### src/rtl/wb_dma_arbiter.sv
// Two-master, one-slave Wishbone B3 arbiter for the DMA local bus.
// Round-robin grant held for the whole cycle; a watchdog errors out hung strobes.
module wb_dma_arbiter #(
  parameter int unsigned TIMEOUT = 256,
  parameter int unsigned TO_W    = 16
) (
  input  logic        wb_clk,
  input  logic        wb_rst_n,

  input  logic        m0_cyc_i,
  input  logic        m0_stb_i,
  input  logic        m0_we_i,
  input  logic [31:0] m0_adr_i,
  input  logic [31:0] m0_dat_i,
  input  logic [2:0]  m0_cti_i,
  input  logic [1:0]  m0_bte_i,
  input  logic [3:0]  m0_sel_i,
  output logic [31:0] m0_dat_o,
  output logic        m0_ack_o,
  output logic        m0_err_o,
  output logic        m0_rty_o,

  input  logic        m1_cyc_i,
  input  logic        m1_stb_i,
  input  logic        m1_we_i,
  input  logic [31:0] m1_adr_i,
  input  logic [31:0] m1_dat_i,
  input  logic [2:0]  m1_cti_i,
  input  logic [1:0]  m1_bte_i,
  input  logic [3:0]  m1_sel_i,
  output logic [31:0] m1_dat_o,
  output logic        m1_ack_o,
  output logic        m1_err_o,
  output logic        m1_rty_o,

  output logic        s_cyc_o,
  output logic        s_stb_o,
  output logic        s_we_o,
  output logic [31:0] s_adr_o,
  output logic [31:0] s_dat_o,
  output logic [2:0]  s_cti_o,
  output logic [1:0]  s_bte_o,
  output logic [3:0]  s_sel_o,
  input  logic [31:0] s_dat_i,
  input  logic        s_ack_i,
  input  logic        s_err_i,
  input  logic        s_rty_i,

  output logic [1:0]  gnt_o,
  output logic        timeout_o
);

  typedef enum logic [1:0] {
    IDLE = 2'd0,
    GNT0 = 2'd1,
    GNT1 = 2'd2
  } state_t;

  localparam logic [TO_W-1:0] WD_LAST = TO_W'(TIMEOUT - 1);

  state_t          state, state_nxt;
  logic            last_gnt, last_gnt_nxt;
  logic [TO_W-1:0] wd_cnt, wd_cnt_nxt;

  logic            g_cyc;
  logic            g_stb;
  logic            slv_resp;
  logic            wd_fire;

  // State, last winner and watchdog registers.
  always_ff @(posedge wb_clk or negedge wb_rst_n) begin
    if (!wb_rst_n) begin
      state    <= IDLE;
      last_gnt <= 1'b1;
      wd_cnt   <= '0;
    end else begin
      state    <= state_nxt;
      last_gnt <= last_gnt_nxt;
      wd_cnt   <= wd_cnt_nxt;
    end
  end

  // Arbitration: ties go to the master that did not win last.
  always_comb begin
    state_nxt    = state;
    last_gnt_nxt = last_gnt;
    case (state)
      IDLE: begin
        if (m0_cyc_i && (!m1_cyc_i || last_gnt)) state_nxt = GNT0;
        else if (m1_cyc_i)                       state_nxt = GNT1;
      end
      GNT0: begin
        if (!m0_cyc_i) begin
          state_nxt    = IDLE;
          last_gnt_nxt = 1'b0;
        end
      end
      GNT1: begin
        if (!m1_cyc_i) begin
          state_nxt    = IDLE;
          last_gnt_nxt = 1'b1;
        end
      end
      default: state_nxt = IDLE;
    endcase
  end

  // Granted master's cyc/stb, kept separate so the watchdog does not loop through the mux.
  always_comb begin
    g_cyc = 1'b0;
    g_stb = 1'b0;
    case (state)
      GNT0: begin
        g_cyc = m0_cyc_i;
        g_stb = m0_stb_i;
      end
      GNT1: begin
        g_cyc = m1_cyc_i;
        g_stb = m1_stb_i;
      end
      default: begin
        g_cyc = 1'b0;
        g_stb = 1'b0;
      end
    endcase
  end

  assign slv_resp  = s_ack_i | s_err_i | s_rty_i;
  assign wd_fire   = g_cyc & g_stb & ~slv_resp & (wd_cnt == WD_LAST);
  assign timeout_o = wd_fire;

  // Watchdog counts consecutive unanswered strobe cycles; a real response wins over expiry.
  always_comb begin
    wd_cnt_nxt = wd_cnt;
    if (!g_stb || slv_resp || wd_fire) wd_cnt_nxt = '0;
    else if (g_cyc)                    wd_cnt_nxt = wd_cnt + TO_W'(1);
  end

  // Bus mux and response routing.
  always_comb begin
    s_cyc_o  = 1'b0;
    s_stb_o  = 1'b0;
    s_we_o   = 1'b0;
    s_adr_o  = '0;
    s_dat_o  = '0;
    s_cti_o  = '0;
    s_bte_o  = '0;
    s_sel_o  = '0;
    m0_dat_o = '0;
    m0_ack_o = 1'b0;
    m0_err_o = 1'b0;
    m0_rty_o = 1'b0;
    m1_dat_o = '0;
    m1_ack_o = 1'b0;
    m1_err_o = 1'b0;
    m1_rty_o = 1'b0;
    gnt_o    = 2'b00;
    case (state)
      GNT0: begin
        s_cyc_o  = m0_cyc_i;
        s_stb_o  = m0_stb_i;
        s_we_o   = m0_we_i;
        s_adr_o  = m0_adr_i;
        s_dat_o  = m0_dat_i;
        s_cti_o  = m0_cti_i;
        s_bte_o  = m0_bte_i;
        s_sel_o  = m0_sel_i;
        m0_dat_o = s_dat_i;
        m0_ack_o = s_ack_i & m0_stb_i;
        m0_err_o = (s_err_i & m0_stb_i) | wd_fire;
        m0_rty_o = s_rty_i & m0_stb_i;
        gnt_o    = 2'b01;
      end
      GNT1: begin
        s_cyc_o  = m1_cyc_i;
        s_stb_o  = m1_stb_i;
        s_we_o   = m1_we_i;
        s_adr_o  = m1_adr_i;
        s_dat_o  = m1_dat_i;
        s_cti_o  = m1_cti_i;
        s_bte_o  = m1_bte_i;
        s_sel_o  = m1_sel_i;
        m1_dat_o = s_dat_i;
        m1_ack_o = s_ack_i & m1_stb_i;
        m1_err_o = (s_err_i & m1_stb_i) | wd_fire;
        m1_rty_o = s_rty_i & m1_stb_i;
        gnt_o    = 2'b10;
      end
      default: gnt_o = 2'b00;
    endcase
  end

endmodule

### config.mk
export PLATFORM = sky130hd
export DESIGN_NAME = wb_dma_arbiter
export DESIGN_NICKNAME = d
export VERILOG_FILES = /design/src/rtl/wb_dma_arbiter.sv
export SDC_FILE = /design/constraint.sdc
export NUM_CORES = 1
export LEC_CHECK = 0
export ABC_AREA = 1
export ABC_CLOCK_PERIOD_IN_PS = 2200
export BUFFER_PORTS_ARGS = -buffer_cell sky130_fd_sc_hd__buf_2
export CORE_AREA = 2 2 130 132
export CTS_BUF_LIST = sky130_fd_sc_hd__clkbuf_8 sky130_fd_sc_hd__clkbuf_16
export DETAILED_ROUTE_END_ITERATION = 16
export DIE_AREA = 0 0 132 134
export HOLD_SLACK_MARGIN = 0.05
export SYNTH_ARGS = -nofsm -noshare
export SYNTH_HDL_FRONTEND = slang
export SYNTH_SLANG_ARGS = --single-unit
### constraint.sdc
create_clock -name wb_clk -period 2.2 [get_ports wb_clk]
set_clock_uncertainty 0.2 [all_clocks]
set_input_delay 0.44 -clock wb_clk [delete_from_list [all_inputs] [get_ports wb_clk]]
set_output_delay 0.44 -clock wb_clk [all_outputs]
set_load 0.02 [all_outputs]
==> impl_metrics.tcl, run 1 <==
set metrics [dict create \
    initial_core_util_pct 17.3 \
    slowest_delay_ps 400 \
    nFillCells 1655 \
    start_kind "flop" \
    p_seq_share_pct 5.0 \
    path_class "flop to output pin" \
    crit_fanout 7 \
    rsz0062_at_grt "yes" \
    netlist_instances 566 \
    fin_crit_sh_pct 111 \
    leakagePower_nw 4.04 \
    fin_crit_ps 2440 \
    synth_xor_area_share_pct 1.55 \
    power.switching_w 0.00412 \
    peakVddDrop_mv 0.388 \
    clk_pin_slew_worst_paths_ps 60 \
    cp.arrival_ps 1800 \
    synth_fa_ha_area_share_pct 2.66 \
    min_path_cells 2 \
    finalMaxSlewViolations 0 \
    synth_compound_area_share_pct 16.3 \
    design_area_sq_um 7260 \
    cts_tree "done" \
    globalRouteTotalUtil_pct 17.9 \
    grt_pass1_wl_microns 24900 \
    vias 5286 \
    grt_max_degree 58 \
    critical-path-top-delay-family "buffers and inverters" \
    design.portCount 338 \
    crit_required_ps 1560 \
    cp_num_buf_inv 5 \
    yosysUniqueCellTypes 28 \
    numCtsBuffers 3 \
    die_x_microns 132 \
    fin_util_pct 44.6 \
    gp_congestion 0.855 \
    antenna_found_initial 3 \
    synth_flop_cell "dfrtp_1" \
    fmaxAchievable_mhz 409 \
    syn_area_sq_um 2820 \
    cap_violations 0 \
    syn_avg_cell_area_sq_um 4.98 \
    async_flop_share_pct 100 \
    syn-num-nets 761 \
    yosysTopAreaCell "nand2_1" \
    cts_htree_levels 1 \
    yosysWarnings 0 \
    min_path_type "flop to flop" \
    critPathSlowestCell "dfrtp_1" \
    ant_nets 0 \
    fin_setup_tns_ps -16650 \
    area_delta_synth_final_pct 158 \
    power_density_nw_per_um2 1090 \
    relSlewSlack_pct 69.5 \
    clkSinkCount 19 \
    grt_pass1_vias 4366 \
    p_clk_share_pct 4.8 \
    drive_gt1_share_pct 62.8 \
    cts_root_buffer "clkbuf_16" \
    drt_iter0_markers 305 \
    synthTopCellsByCount "262 x nand2_1, 85 x inv_1, 77 x a21oi_1" \
    yosysSeqAreaShare_pct 16.9 \
    synth_area_leaders "nand2_1 35%, dfrtp_1 16%, a21oi_1 14%, inv_1 11%, nor2_1 5.3%" \
    avgRoutedWirePerCell_microns 18.0 \
    path_cells "inv_2 > ha_4 > buf_12 > buf_12 > clkbuf_16 > nand2_4 > a21oi_2 > buf_6" \
    timing.final.ws_setup_ps -243 \
    dieArea_sq_um 17700 \
    status "finished, violations left" \
    core_sq_um 16300 \
    synthSimpleGateAreaFrac_pct 45.8 \
    core.rowCount 47 \
    dpl_cell_area_sq_um 4880 \
    fin_hold_ws_ps 359 \
    viasPerCell 4.55 \
    finalSetupViolCount 140 \
    cpMostUsedCell "buf_12" \
    crit_cells 8 \
    swShare_pct 52.0 \
    die_y_microns 134 \
    cts_buffer_depth 2 \
    violations "negative setup slack" \
    p_int_w 0.00381 \
    wl_microns 20900 \
    nNetsFinal 1136 \
    cp-end-kind "output pin" \
    finalHoldViolCount 0 \
    clk-insertion-delay-late_ps 250 \
    power_frac_comb_pct 90.2 \
    r2r_cells 11 \
    first_pass_iters 6 \
    drc 0 \
    grt_overflow 0 \
    synth_top_family_by_area "simple AND/OR/NAND/NOR gates" \
    portBuffers 337 \
    synth-edff-count 0 \
    worst_pin_slew_ps 457 \
    finalPower_w 0.00793 \
    synth_mux_area_share_pct 0 \
    synth_most_common_cell "nand2_1" \
    yosys.area.top_type_share_pct 34.9 \
    synth_seq_cells 19 \
    dp_hpwl_microns 12700 \
]
-- state kept, by name, indices dropped and copies added, names as in the netlist --
register  flops
state         2
wd_cnt       16
last_gnt      1
-- cells in the final DEF, fill, tap and decap left out, types with 15 or more instances in the layout --
cell         n
inv_2       23
buf_6       65
buf_2      212
dfrtp_1     18
nand2_4     56
buf_12      17
nand2_1    180
inv_1       62
clkbuf_16   15
nand2_2     28
a21oi_2     59
nor2_1      38
buf_4       83
-- worst register-to-register path: cells and delay by family (launching register included) --
| kind | cells | cell delay, ps |
|---|---|---|
| flip-flops | 1 | 400 |
| adder cells (fa/ha/maj) | 1 | 210 |
| AND/OR/NAND/NOR | 5 | 450 |
| AO/OA/AOI/OAI | 1 | 180 |
| buffers and inverters | 4 | 470 |
-- per-stage QoR --
step                instances  setup slack, ps
global placement         1106             9.97
finish                   1161             -243
global route             1161             -291
floorplan                 566            -23.8
detailed placement       1106             18.7
CTS                      1124             -179
-- power groups by stage --
stage | clock network, W | logic, W | registers (W)
2_1_floorplan | 0 | 0.00236 | 0.000398
3_3_place_gp | 0 | 0.00395 | 0.000396
3_5_place_dp | 0 | 0.00392 | 0.000397
4_1_cts | 0.000392 | 0.00485 | 0.000393
5_1_grt | 0.000410 | 0.00746 | 0.000397
6_report | 0.000382 | 0.00715 | 0.000394
-- repair_timing --
action                                  4_1_cts  5_1_grt
gates cloned                                  6       18
endpoints found under the hold margin        18        0
hold buffers                                  1        0
buffers inserted                              7       18
resized for setup                           137      320
pin swaps                                     5       68
endpoints found under the setup margin      113      143
-- routing by layer --
metal	track usage [%]	up-vias	wire [microns]
met1	22.0	2484	8210
li1	-	2458	-
met3	2.46	52	1430
met4	5.50	4	688
met2	32.4	288	10600
met5	0	-	27
-- layout make-up --
cell class	instances	area, sq um	area share [%]
clock buffer	3	75.1	1.03
clock inverter	1	5.00	0.0689
timing repair buffer	404	3400	46.9
tap	220	275	3.79
multi-input combinational	426	2690	37.0
antenna	1	2.50	0.0345
sequential	19	477	6.57
inverter	87	334	4.60
-- logic make-up after synthesis --
family	after synthesis
compound gates	87
xor+xnor	5
fa+ha+maj	6
buf+inv	121
flops	19
simple gates	328
-- path summary, 6_finish.rpt --
check | startpoint | slack [ps] | end
worst max-delay path | state[0]$_DFFE_PN0P_ | -240 | s_dat_o[23]
worst min-delay path | wd_cnt[1]$_DFFE_PN0P_ | 360 | wd_cnt[1]$_DFFE_PN0P_
worst max register to register | state[0]$_DFFE_PN0P_ | 190 | wd_cnt[8]$_DFFE_PN0P_
worst min register to register | wd_cnt[1]$_DFFE_PN0P_ | 360 | wd_cnt[1]$_DFFE_PN0P_
max in group asynchronous | wb_rst_n | 990 | last_gnt$_DFFE_PN1P_
min in group asynchronous | wb_rst_n | 470 | wd_cnt[15]$_DFFE_PN0P_
(Power assumes the default switching activity.)
==> inputs of run 2 (changes only) <==
--- a/config.mk
+++ b/config.mk
@@ -13,6 +13,7 @@
 export DETAILED_ROUTE_END_ITERATION = 16
 export DIE_AREA = 0 0 132 134
 export HOLD_SLACK_MARGIN = 0.05
+export RECOVER_POWER = 50
 export SYNTH_ARGS = -nofsm -noshare
 export SYNTH_HDL_FRONTEND = slang
 export SYNTH_SLANG_ARGS = --single-unit
==> impl_metrics.tcl, run 2 (same netlist as run 1, synthesis figures left out) <==
set metrics [dict create \
    design.portCount 338 \
    dpl.cell_count 1106 \
    path_class "flop to output pin" \
    clk-insertion-delay-late_ps 250 \
    finalSetupViolCount 140 \
    die_y_microns 134 \
    start_kind "flop" \
    rrSetupSlack_ps 190 \
    largest_reg_flops 16 \
    grt_max_degree 58 \
    holdPathEnd "wd_cnt[1]$_DFFE_PN0P_" \
    gp_congestion 0.855 \
    cp.arrival_ps 1800 \
    final_cell_mix "211 x buf_2, 180 x nand2_1, 83 x buf_4" \
    path_cells "inv_2 > ha_4 > buf_12 > buf_12 > clkbuf_16 > nand2_4 > a21oi_2 > buf_6" \
    cts_tree "done" \
    cp-end-kind "output pin" \
    finalHoldViolCount 0 \
    numCtsBuffers 3 \
    clk_pin_slew_worst_paths_ps 60 \
    dpl_cell_area_sq_um 4880 \
    clkSinkCount 19 \
    top_register "wd_cnt" \
    rsz0062_at_grt "yes" \
    leakagePower_nw 4.04 \
    core_sq_um 16300 \
    core.rowCount 47 \
    r2r_end "wd_cnt[8]$_DFFE_PN0P_" \
    area_delta_synth_final_pct 158 \
    portBuffers 337 \
    dp_hpwl_microns 12700 \
    status "finished, violations left" \
    crit_required_ps 1560 \
    nNetsFinal 1136 \
    fmaxAchievable_mhz 409 \
    die_x_microns 132 \
    cp_num_buf_inv 5 \
    finalMaxSlewViolations 0 \
    critical-path-top-delay-family "buffers and inverters" \
    finalPower_w 0.00793 \
    drive_gt1_share_pct 62.7 \
    fin_setup_tns_ps -16660 \
    initial_core_util_pct 17.3 \
    grt_pass1_wl_microns 24900 \
    drc 0 \
    cpMostUsedCell "buf_12" \
    globalRouteTotalUtil_pct 17.9 \
    final_common_cell "buf_2" \
    design_area_sq_um 7260 \
    cts_htree_levels 1 \
    timing.final.ws_setup_ps -244 \
    min_path_type "flop to flop" \
    cts_root_buffer "clkbuf_16" \
    worst_pin_slew_ps 1100 \
    violations "negative setup slack" \
    grt_overflow 0 \
    grt_pass1_vias 4366 \
    crit_cells 8 \
    cts_buffer_depth 2 \
    r2r_cells 11 \
    antenna_found_initial 3 \
    wl_microns 20900 \
    cap_violations 0 \
    first_pass_iters 5 \
    viasPerCell 4.54 \
    fin_hold_ws_ps 358 \
    fin_crit_sh_pct 111 \
    vias 5274 \
    power_density_nw_per_um2 1090 \
    critPathSlowestCell "dfrtp_1" \
    relSlewSlack_pct 26.8 \
    drt_iter0_markers 305 \
    dieArea_sq_um 17700 \
    slowest_delay_ps 400 \
    top_regs "wd_cnt (16), state (2), last_gnt (1)" \
    peakVddDrop_mv 0.389 \
    worstHoldStart "wd_cnt[1]$_DFFE_PN0P_" \
    ant_nets 0 \
    avgRoutedWirePerCell_microns 18.0 \
    r2r-start "state[0]$_DFFE_PN0P_" \
    min_path_cells 2 \
    fin_crit_ps 2440 \
    finalNonFillerCells 1161 \
    crit_fanout 7 \
]
## run 2: how the worst max path moves through the flow
| stage | slack, ps | to | start |
|---|---|---|---|
| after floorplan | -20 | s_adr_o[18] | state[0]$_DFFE_PN0P_ |
| after global placement | 10 | timeout_o | state[1]$_DFFE_PN0P_ |
| after detailed placement | 20 | timeout_o | state[1]$_DFFE_PN0P_ |
| after CTS | -180 | m1_err_o | state[1]$_DFFE_PN0P_ |
| after global routing | -290 | m1_err_o | state[0]$_DFFE_PN0P_ |
| final | -240 | s_dat_o[23] | state[0]$_DFFE_PN0P_ |
## run 2: layout make-up
type / count / area (sq um)
diodes: 1 / 2.50
well taps: 220 / 275
clock inverters: 1 / 5.00
flip-flops and latches: 19 / 477
clock buffers: 3 / 75.1
multi-input cells: 426 / 2690
inverters: 87 / 334
fillers: 1656 / 9030
repair buffers: 404 / 3400
## run 2: timing repair
item | in CTS | in global routing
resized for setup | 137 | 320
pin swaps | 5 | 68
hold endpoints to repair | 18 | 0
hold buffers | 1 | 0
cloned | 6 | 18
endpoints found under the setup margin | 113 | 143
setup buffers | 7 | 18
## run 2: routing by layer
| layer | vias to the layer above | track usage [%] | part of all wire, % |
|---|---|---|---|
| met4 | 4 | 5.50 | 3.2 |
| met3 | 50 | 2.46 | 6.8 |
| met5 | - | 0 | 0.13 |
| met2 | 281 | 32.4 | 51 |
| met1 | 2481 | 22.0 | 39 |
| li1 | 2458 | - | - |
## run 2: per-stage QoR
stage | setup WS [ps] | util, %
3_5_place_dp | 18.7 | 29.9
2_1_floorplan | -23.8 | -
4_1_cts | -179 | 34.5
3_3_place_gp | 9.97 | 29.9
6_report | -244 | 44.6
5_1_grt | -291 | 44.6
## run 2: power breakdown
| group | switching [W] | total, W | internal [W] |
|---|---|---|---|
| Clock | 0.000138 | 0.000382 | 0.000244 |
| Sequential | 0.0000147 | 0.000394 | 0.000380 |
| Combinational | 0.00397 | 0.00716 | 0.00318 |
| Total | 0.00413 | 0.00793 | 0.00381 |
## run 2: worst register-to-register path, delay by kind of cell (launching register included)
family,cells,cell delay (ps)
adders and majority gates,1,210
AOI/OAI and AO/OA,1,180
DFF,1,400
and+or+nand+nor,5,450
buffers and inverters,4,470
